--- src/rtl/dlx_inst_sequencer_if.sv ---
// Harness-side bus of the DLX instruction sequencer:
// program load port, run controls and the core-facing stream.
interface dlx_inst_sequencer_if #(
  parameter int DATA_W = 32,
  parameter int ADDR_W = 6,
  parameter int HOLD_W = 4
);
  logic              load_en;
  logic [ADDR_W-1:0] load_addr;
  logic [DATA_W-1:0] load_data;
  logic [HOLD_W-1:0] load_hold;
  logic [ADDR_W:0]   prog_len;
  logic              start;
  logic              abort;
  logic              core_reset_n;
  logic [DATA_W-1:0] inst_o;
  logic              inst_valid;
  logic [ADDR_W-1:0] inst_idx;
  logic              busy;
  logic              done;
  logic [31:0]       cycle_cnt;

  modport master (
    output load_en, load_addr, load_data, load_hold,
    output prog_len, start, abort,
    input  core_reset_n, inst_o, inst_valid, inst_idx,
    input  busy, done, cycle_cnt
  );

  modport slave (
    input  load_en, load_addr, load_data, load_hold,
    input  prog_len, start, abort,
    output core_reset_n, inst_o, inst_valid, inst_idx,
    output busy, done, cycle_cnt
  );
endinterface

--- src/rtl/dlx_inst_sequencer.sv ---
// Replays a loaded program into the DLX core: reset pulse,
// per-entry hold counts, NOP drain, then a completion level.
module dlx_inst_sequencer #(
  parameter int DATA_W       = 32,
  parameter int DEPTH        = 64,
  parameter int ADDR_W       = 6,
  parameter int HOLD_W       = 4,
  parameter int RST_CYCLES   = 4,
  parameter int DRAIN_CYCLES = 16,
  parameter logic [DATA_W-1:0] NOP_WORD = 32'h0000_0000
) (
  input logic             clock,
  input logic             reset,
  dlx_inst_sequencer_if.slave bus
);
  localparam int RW = $clog2(RST_CYCLES + 1);
  localparam int DW = $clog2(DRAIN_CYCLES + 1);
  localparam logic [ADDR_W-1:0] IDX_ONE = 1;
  localparam logic [ADDR_W:0]   LEN_ONE = 1;
  localparam logic [ADDR_W:0]   DEPTH_L = DEPTH;

  typedef enum logic [2:0] {
    IDLE, RST, ISSUE, DRAIN, DONE
  } state_t;

  state_t              state;
  logic [ADDR_W:0]     len;
  logic [HOLD_W-1:0]   hcnt;
  logic [RW-1:0]       rcnt;
  logic [DW-1:0]       dcnt;
  logic [HOLD_W+DATA_W-1:0] mem [DEPTH];

  logic [ADDR_W-1:0]   nidx;
  logic [HOLD_W-1:0]   nhold;
  logic [DATA_W-1:0]   ninst;
  logic [ADDR_W:0]     clen;
  logic                last;

  always_ff @(posedge clock) begin
    if (bus.load_en && !bus.busy)
      mem[bus.load_addr] <= {bus.load_hold, bus.load_data};
  end

  // Next entry to present: entry 0 leaving RST, else the successor.
  assign nidx = (state == ISSUE) ? bus.inst_idx + IDX_ONE : '0;
  assign {nhold, ninst} = mem[nidx];
  assign clen = (bus.prog_len > DEPTH_L) ? DEPTH_L : bus.prog_len;
  assign last = ({1'b0, bus.inst_idx} == len - LEN_ONE);

  always_ff @(posedge clock or negedge reset) begin
    if (!reset) begin
      state            <= IDLE;
      len              <= '0;
      hcnt             <= '0;
      rcnt             <= '0;
      dcnt             <= '0;
      bus.core_reset_n <= 1'b0;
      bus.inst_o       <= NOP_WORD;
      bus.inst_valid   <= 1'b0;
      bus.inst_idx     <= '0;
      bus.busy         <= 1'b0;
      bus.done         <= 1'b0;
      bus.cycle_cnt    <= '0;
    end else begin
      if (bus.busy && bus.core_reset_n && !bus.abort &&
          bus.cycle_cnt != '1)
        bus.cycle_cnt <= bus.cycle_cnt + 32'd1;

      if (bus.abort && bus.busy) begin
        state            <= IDLE;
        bus.core_reset_n <= 1'b0;
        bus.inst_o       <= NOP_WORD;
        bus.inst_valid   <= 1'b0;
        bus.busy         <= 1'b0;
        bus.done         <= 1'b0;
      end else begin
        unique case (state)
          IDLE, DONE: begin
            if (bus.start && !bus.abort) begin
              state            <= RST;
              len              <= clen;
              rcnt             <= RW'(RST_CYCLES - 1);
              bus.core_reset_n <= 1'b0;
              bus.inst_o       <= NOP_WORD;
              bus.inst_valid   <= 1'b0;
              bus.busy         <= 1'b1;
              bus.done         <= 1'b0;
              bus.cycle_cnt    <= '0;
            end
          end
          RST, ISSUE: begin
            if (state == RST && rcnt != '0) begin
              rcnt <= rcnt - 1'b1;
            end else if (state == ISSUE && hcnt != '0) begin
              hcnt <= hcnt - 1'b1;
            end else if ((state == RST && len == '0) ||
                         (state == ISSUE && last)) begin
              state            <= DRAIN;
              dcnt             <= DW'(DRAIN_CYCLES - 1);
              bus.core_reset_n <= 1'b1;
              bus.inst_o       <= NOP_WORD;
              bus.inst_valid   <= 1'b0;
            end else begin
              state            <= ISSUE;
              hcnt             <= nhold;
              bus.core_reset_n <= 1'b1;
              bus.inst_o       <= ninst;
              bus.inst_valid   <= 1'b1;
              bus.inst_idx     <= nidx;
            end
          end
          DRAIN: begin
            if (dcnt != '0) begin
              dcnt <= dcnt - 1'b1;
            end else begin
              state    <= DONE;
              bus.busy <= 1'b0;
              bus.done <= 1'b1;
            end
          end
          default: state <= IDLE;
        endcase
      end
    end
  end
endmodule

--- src/flat_wrapper.sv ---
// flat-port wrapper written by rule: the top's interface ports become plain ports
module dlx_inst_sequencer_flat 
#(
  parameter int DATA_W       = 32,
  parameter int DEPTH        = 64,
  parameter int ADDR_W       = 6,
  parameter int HOLD_W       = 4,
  parameter int RST_CYCLES   = 4,
  parameter int DRAIN_CYCLES = 16,
  parameter logic [DATA_W-1:0] NOP_WORD = 32'h0000_0000
)
  (clock, reset, bus_load_en, bus_load_addr, bus_load_data, bus_load_hold, bus_prog_len, bus_start, bus_abort, bus_core_reset_n, bus_inst_o, bus_inst_valid, bus_inst_idx, bus_busy, bus_done, bus_cycle_cnt);
  dlx_inst_sequencer_if #(.DATA_W(DATA_W), .ADDR_W(ADDR_W), .HOLD_W(HOLD_W)) bus_i ();
  input logic clock;
  input logic reset;
  input wire logic [$bits(bus_i.load_en)-1:0] bus_load_en;
  input wire logic [$bits(bus_i.load_addr)-1:0] bus_load_addr;
  input wire logic [$bits(bus_i.load_data)-1:0] bus_load_data;
  input wire logic [$bits(bus_i.load_hold)-1:0] bus_load_hold;
  input wire logic [$bits(bus_i.prog_len)-1:0] bus_prog_len;
  input wire logic [$bits(bus_i.start)-1:0] bus_start;
  input wire logic [$bits(bus_i.abort)-1:0] bus_abort;
  output wire logic [$bits(bus_i.core_reset_n)-1:0] bus_core_reset_n;
  output wire logic [$bits(bus_i.inst_o)-1:0] bus_inst_o;
  output wire logic [$bits(bus_i.inst_valid)-1:0] bus_inst_valid;
  output wire logic [$bits(bus_i.inst_idx)-1:0] bus_inst_idx;
  output wire logic [$bits(bus_i.busy)-1:0] bus_busy;
  output wire logic [$bits(bus_i.done)-1:0] bus_done;
  output wire logic [$bits(bus_i.cycle_cnt)-1:0] bus_cycle_cnt;
  assign bus_i.load_en = bus_load_en;
  assign bus_i.load_addr = bus_load_addr;
  assign bus_i.load_data = bus_load_data;
  assign bus_i.load_hold = bus_load_hold;
  assign bus_i.prog_len = bus_prog_len;
  assign bus_i.start = bus_start;
  assign bus_i.abort = bus_abort;
  assign bus_core_reset_n = bus_i.core_reset_n;
  assign bus_inst_o = bus_i.inst_o;
  assign bus_inst_valid = bus_i.inst_valid;
  assign bus_inst_idx = bus_i.inst_idx;
  assign bus_busy = bus_i.busy;
  assign bus_done = bus_i.done;
  assign bus_cycle_cnt = bus_i.cycle_cnt;
  dlx_inst_sequencer #(.DATA_W(DATA_W), .DEPTH(DEPTH), .ADDR_W(ADDR_W), .HOLD_W(HOLD_W), .RST_CYCLES(RST_CYCLES), .DRAIN_CYCLES(DRAIN_CYCLES), .NOP_WORD(NOP_WORD)) u_core (.clock(clock), .reset(reset), .bus(bus_i));
endmodule
--- config.mk ---
export PLATFORM = sky130hd
export DESIGN_NAME = dlx_inst_sequencer_flat
export DESIGN_NICKNAME = d
export VERILOG_FILES = /design/src/rtl/dlx_inst_sequencer_if.sv /design/src/rtl/dlx_inst_sequencer.sv /design/src/flat_wrapper.sv
export SDC_FILE = /design/constraint.sdc
export NUM_CORES = 2
export LEC_CHECK = 0
export BUFFER_PORTS_ARGS = -buffer_cell sky130_fd_sc_hd__buf_4
export CORE_AREA = 3 3 374 468
export CTS_BUF_LIST = sky130_fd_sc_hd__clkbuf_16
export DETAILED_ROUTE_END_ITERATION = 7
export DIE_AREA = 0 0 377 471
export PLACE_DENSITY = 0.74
export SLEW_MARGIN = 20
export SYNTH_ARGS = -nofsm -noshare
export SYNTH_HDL_FRONTEND = slang
export SYNTH_SLANG_ARGS = --single-unit
--- constraint.sdc ---
create_clock -name clock -period 5 [get_ports clock]
set_clock_uncertainty 0.15 [all_clocks]
set_input_delay 0.25 -clock clock [delete_from_list [all_inputs] [get_ports clock]]
set_output_delay 0.25 -clock clock [all_outputs]
set_load 0.005 [all_outputs]
After elaboration in Yosys (flattened, before gate mapping)
Memory sizes are Yosys's and may differ from the RTL's.
Cells that the tools add are included.

storage, ports and cells
  input bits = 54
  RAM bits = 2304
  register bits after elaboration = 96
  logic and storage cells = 121
  memories = 1

memories
  memory      words  width  rd ports  clocked after Yosys merged registers in  wr ports  RTL line                  text
  u_core.mem  64     36     1         0                                        1         dlx_inst_sequencer.sv:31  logic [HOLD_W+DATA_W-1:0] mem [DEPTH];

operators by class
  mux-type cells = 48
  magnitude comparators = 1
  bitwise logic cells = 4
  add/subtract/negate cells = 6
  reductions and logical operators = 32
  equality and inequality tests = 17

operators by type and width
  cell                     number
  $mux W32                 9
  $pmux W32 S2             1
  $add A32 B1 Y32 const B  1
  $ne A32 B32 Y1 const B   1
  $mux W3                  7
  $mux W5                  4
  $mux W1                  16
  $reduce_and A4 Y1        4
  $logic_and A1 B1 Y1      10
  $ne A2 B1 Y1 const B     5
  $pmux W5 S2              1
  $ne A3 B2 Y1 const B     3
  $pmux W3 S3              1
  $reduce_bool A3 Y1       3
  $mux W4                  2
  $pmux W1 S2              4
  $eq A6 B7 Y1             1
  $gt A7 B7 Y1 const B     1
  $logic_not A7 Y1         1
  $mux W7                  1
  $sub A7 B1 Y7 const B    1
  $add A6 B1 Y6 const B    1
  $eq A3 B2 Y1 const B     2
  $mux W6                  1
  19 further kinds         27

Longest topological paths before layout
  word-level depth = 9
  mapped depth = 13
  depth with buffers taken out = 10

Least setup slack after synthesis
Ideal clock, no wire load.

  kind = flip-flop to flip-flop
  from = reg u_core.bus.busy
  to = mem u_core.mem[48][0] in the netlist's numbering, enable pin
  arrival time = 4.571 ns
  cell stages (with the launch flop) = 5
  data required time = 4.330 ns
  setup slack = -0.241 ns
  path buffers = 1
  cell sequence = dfrtp_1 -> clkbuf_1 -> nor2b_1 -> nand4b_1 -> nor4_1

on the way
  longest elaborated chain between the ends = 4

ends and longest elaborated chain
  item                           RTL line                     text
  start, declared                dlx_inst_sequencer_if.sv:34  output busy, done, cycle_cnt
  start signal, assigned         dlx_inst_sequencer.sv:61     bus.busy <= 1'b0;
  start signal, assigned         dlx_inst_sequencer.sv:74     bus.busy <= 1'b0;
  start signal, assigned         dlx_inst_sequencer.sv:86     bus.busy <= 1'b1;
  $logic_not A1 Y1               dlx_inst_sequencer.sv:40     if (bus.load_en && !bus.busy)
  $logic_and A1 B1 Y1            dlx_inst_sequencer.sv:40
  $mux W1                        dlx_inst_sequencer.sv:40
  $mux W1 (not written as such)  dlx_inst_sequencer.sv:41     mem[bus.load_addr] <= {bus.load_hold, bus.load_data};
  end, declared                  dlx_inst_sequencer.sv:31

Every way passes these cells.

Final worst setup path
  from = reg u_core.state[1]
  to = reg u_core.bus.inst_o[11]

on the way
  longest elaborated chain between the ends = 8
  elaborated cells between the ends (all ways) = 23

ends and longest elaborated chain
  item                                                   RTL line                     text
  start, declared                                        dlx_inst_sequencer.sv:26     state_t state;
  start signal, assigned                                 dlx_inst_sequencer.sv:52     state <= IDLE;
  start signal, assigned                                 dlx_inst_sequencer.sv:70     state <= IDLE;
  start signal, assigned                                 dlx_inst_sequencer.sv:80     state <= RST;
  $eq A3 B2 Y1 or $eq A3 B1 Y1 (tied branches)           -
  $mux W6, or another cell as far along                  dlx_inst_sequencer.sv:45     assign nidx = (state == ISSUE) ? bus.inst_idx + IDX_ONE : '0;
  $mem_v2 Z64 W36 or $logic_or A1 B1 Y1 (tied branches)  -
  $mux W32                                               dlx_inst_sequencer.sv:96     end else if ((state == RST && len == '0) ||
  $mux W32                                               dlx_inst_sequencer.sv:94     end else if (state == ISSUE && hcnt != '0) begin
  $mux W32                                               dlx_inst_sequencer.sv:92     if (state == RST && rcnt != '0) begin
  $pmux W32 S2                                           dlx_inst_sequencer.sv:77     unique case (state)
  $mux W32                                               dlx_inst_sequencer.sv:69     if (bus.abort && bus.busy) begin
  end signal, assigned                                   dlx_inst_sequencer.sv:107    bus.inst_o <= ninst;
  end, declared                                          dlx_inst_sequencer_if.sv:33  output core_reset_n, inst_o, inst_valid, inst_idx,

Parallel ways exist; a longest one is shown, timed or not. The select of a mux whose other input is x is not followed.
A chain may end at the register's enable or synchronous reset.

==> results.toml <==
[run_status]
violations = "DRC"
status = "complete, but fails checks"

[sta]
fin_setup_tns_ns = 0
grt_setup_unrepaired = "false"
worst_pin_slew_ns = 1.22
fin_crit_sh_pct = 92.1
fmax_mhz = 217
setup_viol = 0
hold_viol_final = 0
whs_ns = 0.126
fin_ws_ns = 0.396
slew_viol_final = 0
relSlewSlack_pct = 18.4
fin_crit_ns = 4.60

[synth]
synth_seq_cells = 2400
async_flop_share_pct = 4.00
synth_area_per_cell_um2 = 15.1
synth-edff-count = 2304
synth.most_common_cell = "edfxtp_1"
ys_seq_area_share_pct = 76.3
yosys.area.top_type_share_pct = 73.7
syn-cell-area_um2 = 93800
synthDistinctLibCells = 81
synth_warnings = 0
syn_nets = 6263
synth_cells = 6201
ys_top_cells_by_area = "edfxtp_1 74%, a221oi_1 4.5%, nand2_1 3.6%"
synthFlopType = "edfxtp_1"
yosys-top-cells-count = "2304 x edfxtp_1, 898 x nand2_1, 483 x a221oi_1, 328 x clkbuf_1, 324 x nand3_1"
synth_top_area_cell = "edfxtp_1"

[die]
die_area_um2 = 178000
fp.coreArea_um2 = 171000
die_h_um = 471
initial_core_util_pct = 54.7
die_x_um = 377
ios = 128
row_count = 170

[clocking]
root_buffer = "clkbuf_16"
post-cts-setup-buffer-count = 0
clk_pin_slew_ns = 0.07
clock_latency_ns = 0.89
clockBufferDepth = 3
cts-resized-gates = 0
htreeDepth = 4
cts_tree = "built"
cts_hold_buf = 66
cts_buffers = 214
cts.sinks = 2400

[power]
max-vdd-ir-drop_v = 0.000374
p_total_uw = 45000
p_leak_uw = 0.0344
power_per_cell_area_nw_per_um2 = 422

[job]
drv_cap = 0

[placement]
dp_slack_ns = 0.654
portBuffers = 127
dpl.cell_count = 8334
dp_hpwl_um = 163000
gp_congestion = 0.898

[global_routing]
overflow = 0
use_met3_pct = 8.62
antenna_found_initial = 8
use_met1_pct = 42.6
globalRouteMet2Util_pct = 49.7
grt_use_total_pct = 32.9
grt.busiest_layer = "met2"
grt_pass1_vias = 59800
grt_max_degree = 105
grt_pass1_wl_um = 420000

[setup_path]
cpPeakStageDelay_ns = 0.73
start_kind = "flip-flop"
cp-end-kind = "flip-flop"
cp_slowest_cell = "dfrtp_1"
crit_path_cell_trace = "nor3b_2 -> o211ai_1 -> and2_4 -> buf_4 -> a221oi_2 -> nor3_1 -> o31ai_1 -> a21oi_1 -> a221o_1"
required_ns = 5.58
critPathArrivalTime_ns = 5.18
path_class = "reg2reg"
cp_max_fo = 20

[cells_and_area]
fin_cells = 8811
nets = 6442
syn2layout_area_growth_pct = 13.6
drive_above_1_share_pct = 12.7
fillers = 11900

[drt]
dr.first_iter.drc_count = 10500
routedWlPerCell_um = 33.6
drt_pass1_iterations = 8
drcViolationCount = 1
via_count = 62700
via_per_inst = 7.11
drt-total-wl_um = 296000
ant_nets = 0

[hold_path]
hp-class = "in2reg"
[per-layer routing]
metal | vias up | share of wire (%)
met3 | 1157 | 14
li1 | 25100 | -
met1 | 31000 | 33
met4 | 4 | 7.7
met5 | - | 0.0078
met2 | 5413 | 45
[power by group]
| part | internal [uW] | leakage [uW] | switching, uW |
|---|---|---|---|
| sequential | 22300 | 0.0220 | 425 |
| combinational | 2020 | 0.00887 | 4240 |
| clock | 8770 | 0.00350 | 7260 |
[per-stage QoR]
step / utilization [%] / area [um^2]
2_1_floorplan: - / 93800
3_3_place_gp: 57.8 / 99100
3_5_place_dp: 57.8 / 99100
4_1_cts: 62.2 / 107000
5_1_grt: 62.2 / 107000
6_report: 62.2 / 107000
[cell usage in the layout, fill, tap and decap left out, types with 10 or more instances in the layout]
| cell | count |
|---|---|
| o21ai_1 | 10 |
| nor2_4 | 68 |
| nor3_1 | 160 |
| xnor2_1 | 15 |
| xor2_1 | 19 |
| o22ai_1 | 27 |
| a21oi_1 | 183 |
| o211ai_1 | 17 |
| nand4_1 | 22 |
| edfxtp_1 | 2304 |
| inv_1 | 55 |
| a221oi_1 | 483 |
| and3_1 | 26 |
| a22oi_1 | 56 |
| dfrtp_1 | 95 |
| nand3_1 | 324 |
| clkinv_1 | 58 |
| and2_1 | 15 |
| a211oi_1 | 87 |
| mux4_2 | 16 |
| a31oi_1 | 177 |
| nor2b_1 | 17 |
| clkinv_2 | 46 |
| dlygate4sd3_1 | 65 |
| bufinv_16 | 15 |
| a311oi_1 | 28 |
| o311ai_0 | 22 |
| nor2_1 | 92 |
| a221o_1 | 23 |
| buf_4 | 307 |
| nand3b_1 | 15 |
| buf_12 | 75 |
| nand2_1 | 897 |
| clkbuf_16 | 221 |
| a32oi_1 | 40 |
| mux2i_1 | 164 |
| o221ai_1 | 18 |
| mux2_2 | 13 |
| o21ai_0 | 103 |
| or3_1 | 23 |
[path summary, 6_finish.rpt]
| path | depth (start not counted) | endpoint | start | slack [ns] |
|---|---|---|---|---|
| setup / recovery | 9 | u_core.bus.inst_o[11]$_DFFE_PN0P_ | u_core.state[1]$_DFFE_PN0P_ | 0.40 |
| hold / removal | 3 | u_core.mem[42][1]$_DFFE_PP_ | bus_load_en | 0.13 |
| setup reg to reg | 9 | u_core.bus.inst_o[11]$_DFFE_PN0P_ | u_core.state[1]$_DFFE_PN0P_ | 0.40 |
| hold reg to reg | 1 | u_core.dcnt[0]$_DFFE_PN0P_ | u_core.dcnt[0]$_DFFE_PN0P_ | 0.36 |
| max in group asynchronous | 4 | u_core.bus.inst_idx[0]$_DFFE_PN0P_ | reset | 3.45 |
| min in group asynchronous | 4 | u_core.bus.cycle_cnt[13]$_DFF_PN0_ | reset | 0.34 |
[area by class of cell]
cell class	count	area [um^2]	share of cell area, %
Antenna cell	9	22.5	0.0211
Clock buffer	221	5530	5.19
Clock inverter	181	1260	1.19
Inverter	15	63.8	0.0598
Multi-Input combinational cell	3302	20900	19.6
Sequential cell	2400	71600	67.1
Tap cell	2236	2800	2.62
Timing Repair Buffer	447	4460	4.18
[state kept, by name, summed over array words and instances, names as in the netlist]
signal,count
u_core.mem,2304
u_core.bus.cycle_cnt,32
u_core.bus.inst_o,32
u_core.len,7
u_core.bus.inst_idx,6
u_core.dcnt,5
u_core.hcnt,4
u_core.rcnt,3
u_core.state,3
u_core.bus.busy,1
u_core.bus.core_reset_n,1
u_core.bus.done,1
u_core.bus.inst_valid,1
[worst max-delay path, delay by kind of cell (launching register included)]
| family | cells | cell delay [ns] |
|---|---|---|
| flops | 1 | 0.73 |
| buf+inv | 1 | 0.32 |
| simple gates | 3 | 1.14 |
| compound gates | 5 | 2.04 |
[cells by family after synthesis]
kind of cell	synth area share (%)
flip-flops	76.3
adder cells (fa/ha/maj)	0.107
AND/OR/NAND/NOR	8.18
XOR/XNOR	0.344
buffers and inverters	2.14
multiplexers	2.32
AO/OA/AOI/OAI	10.6
Note: power is estimated with default switching activity, not from simulation.
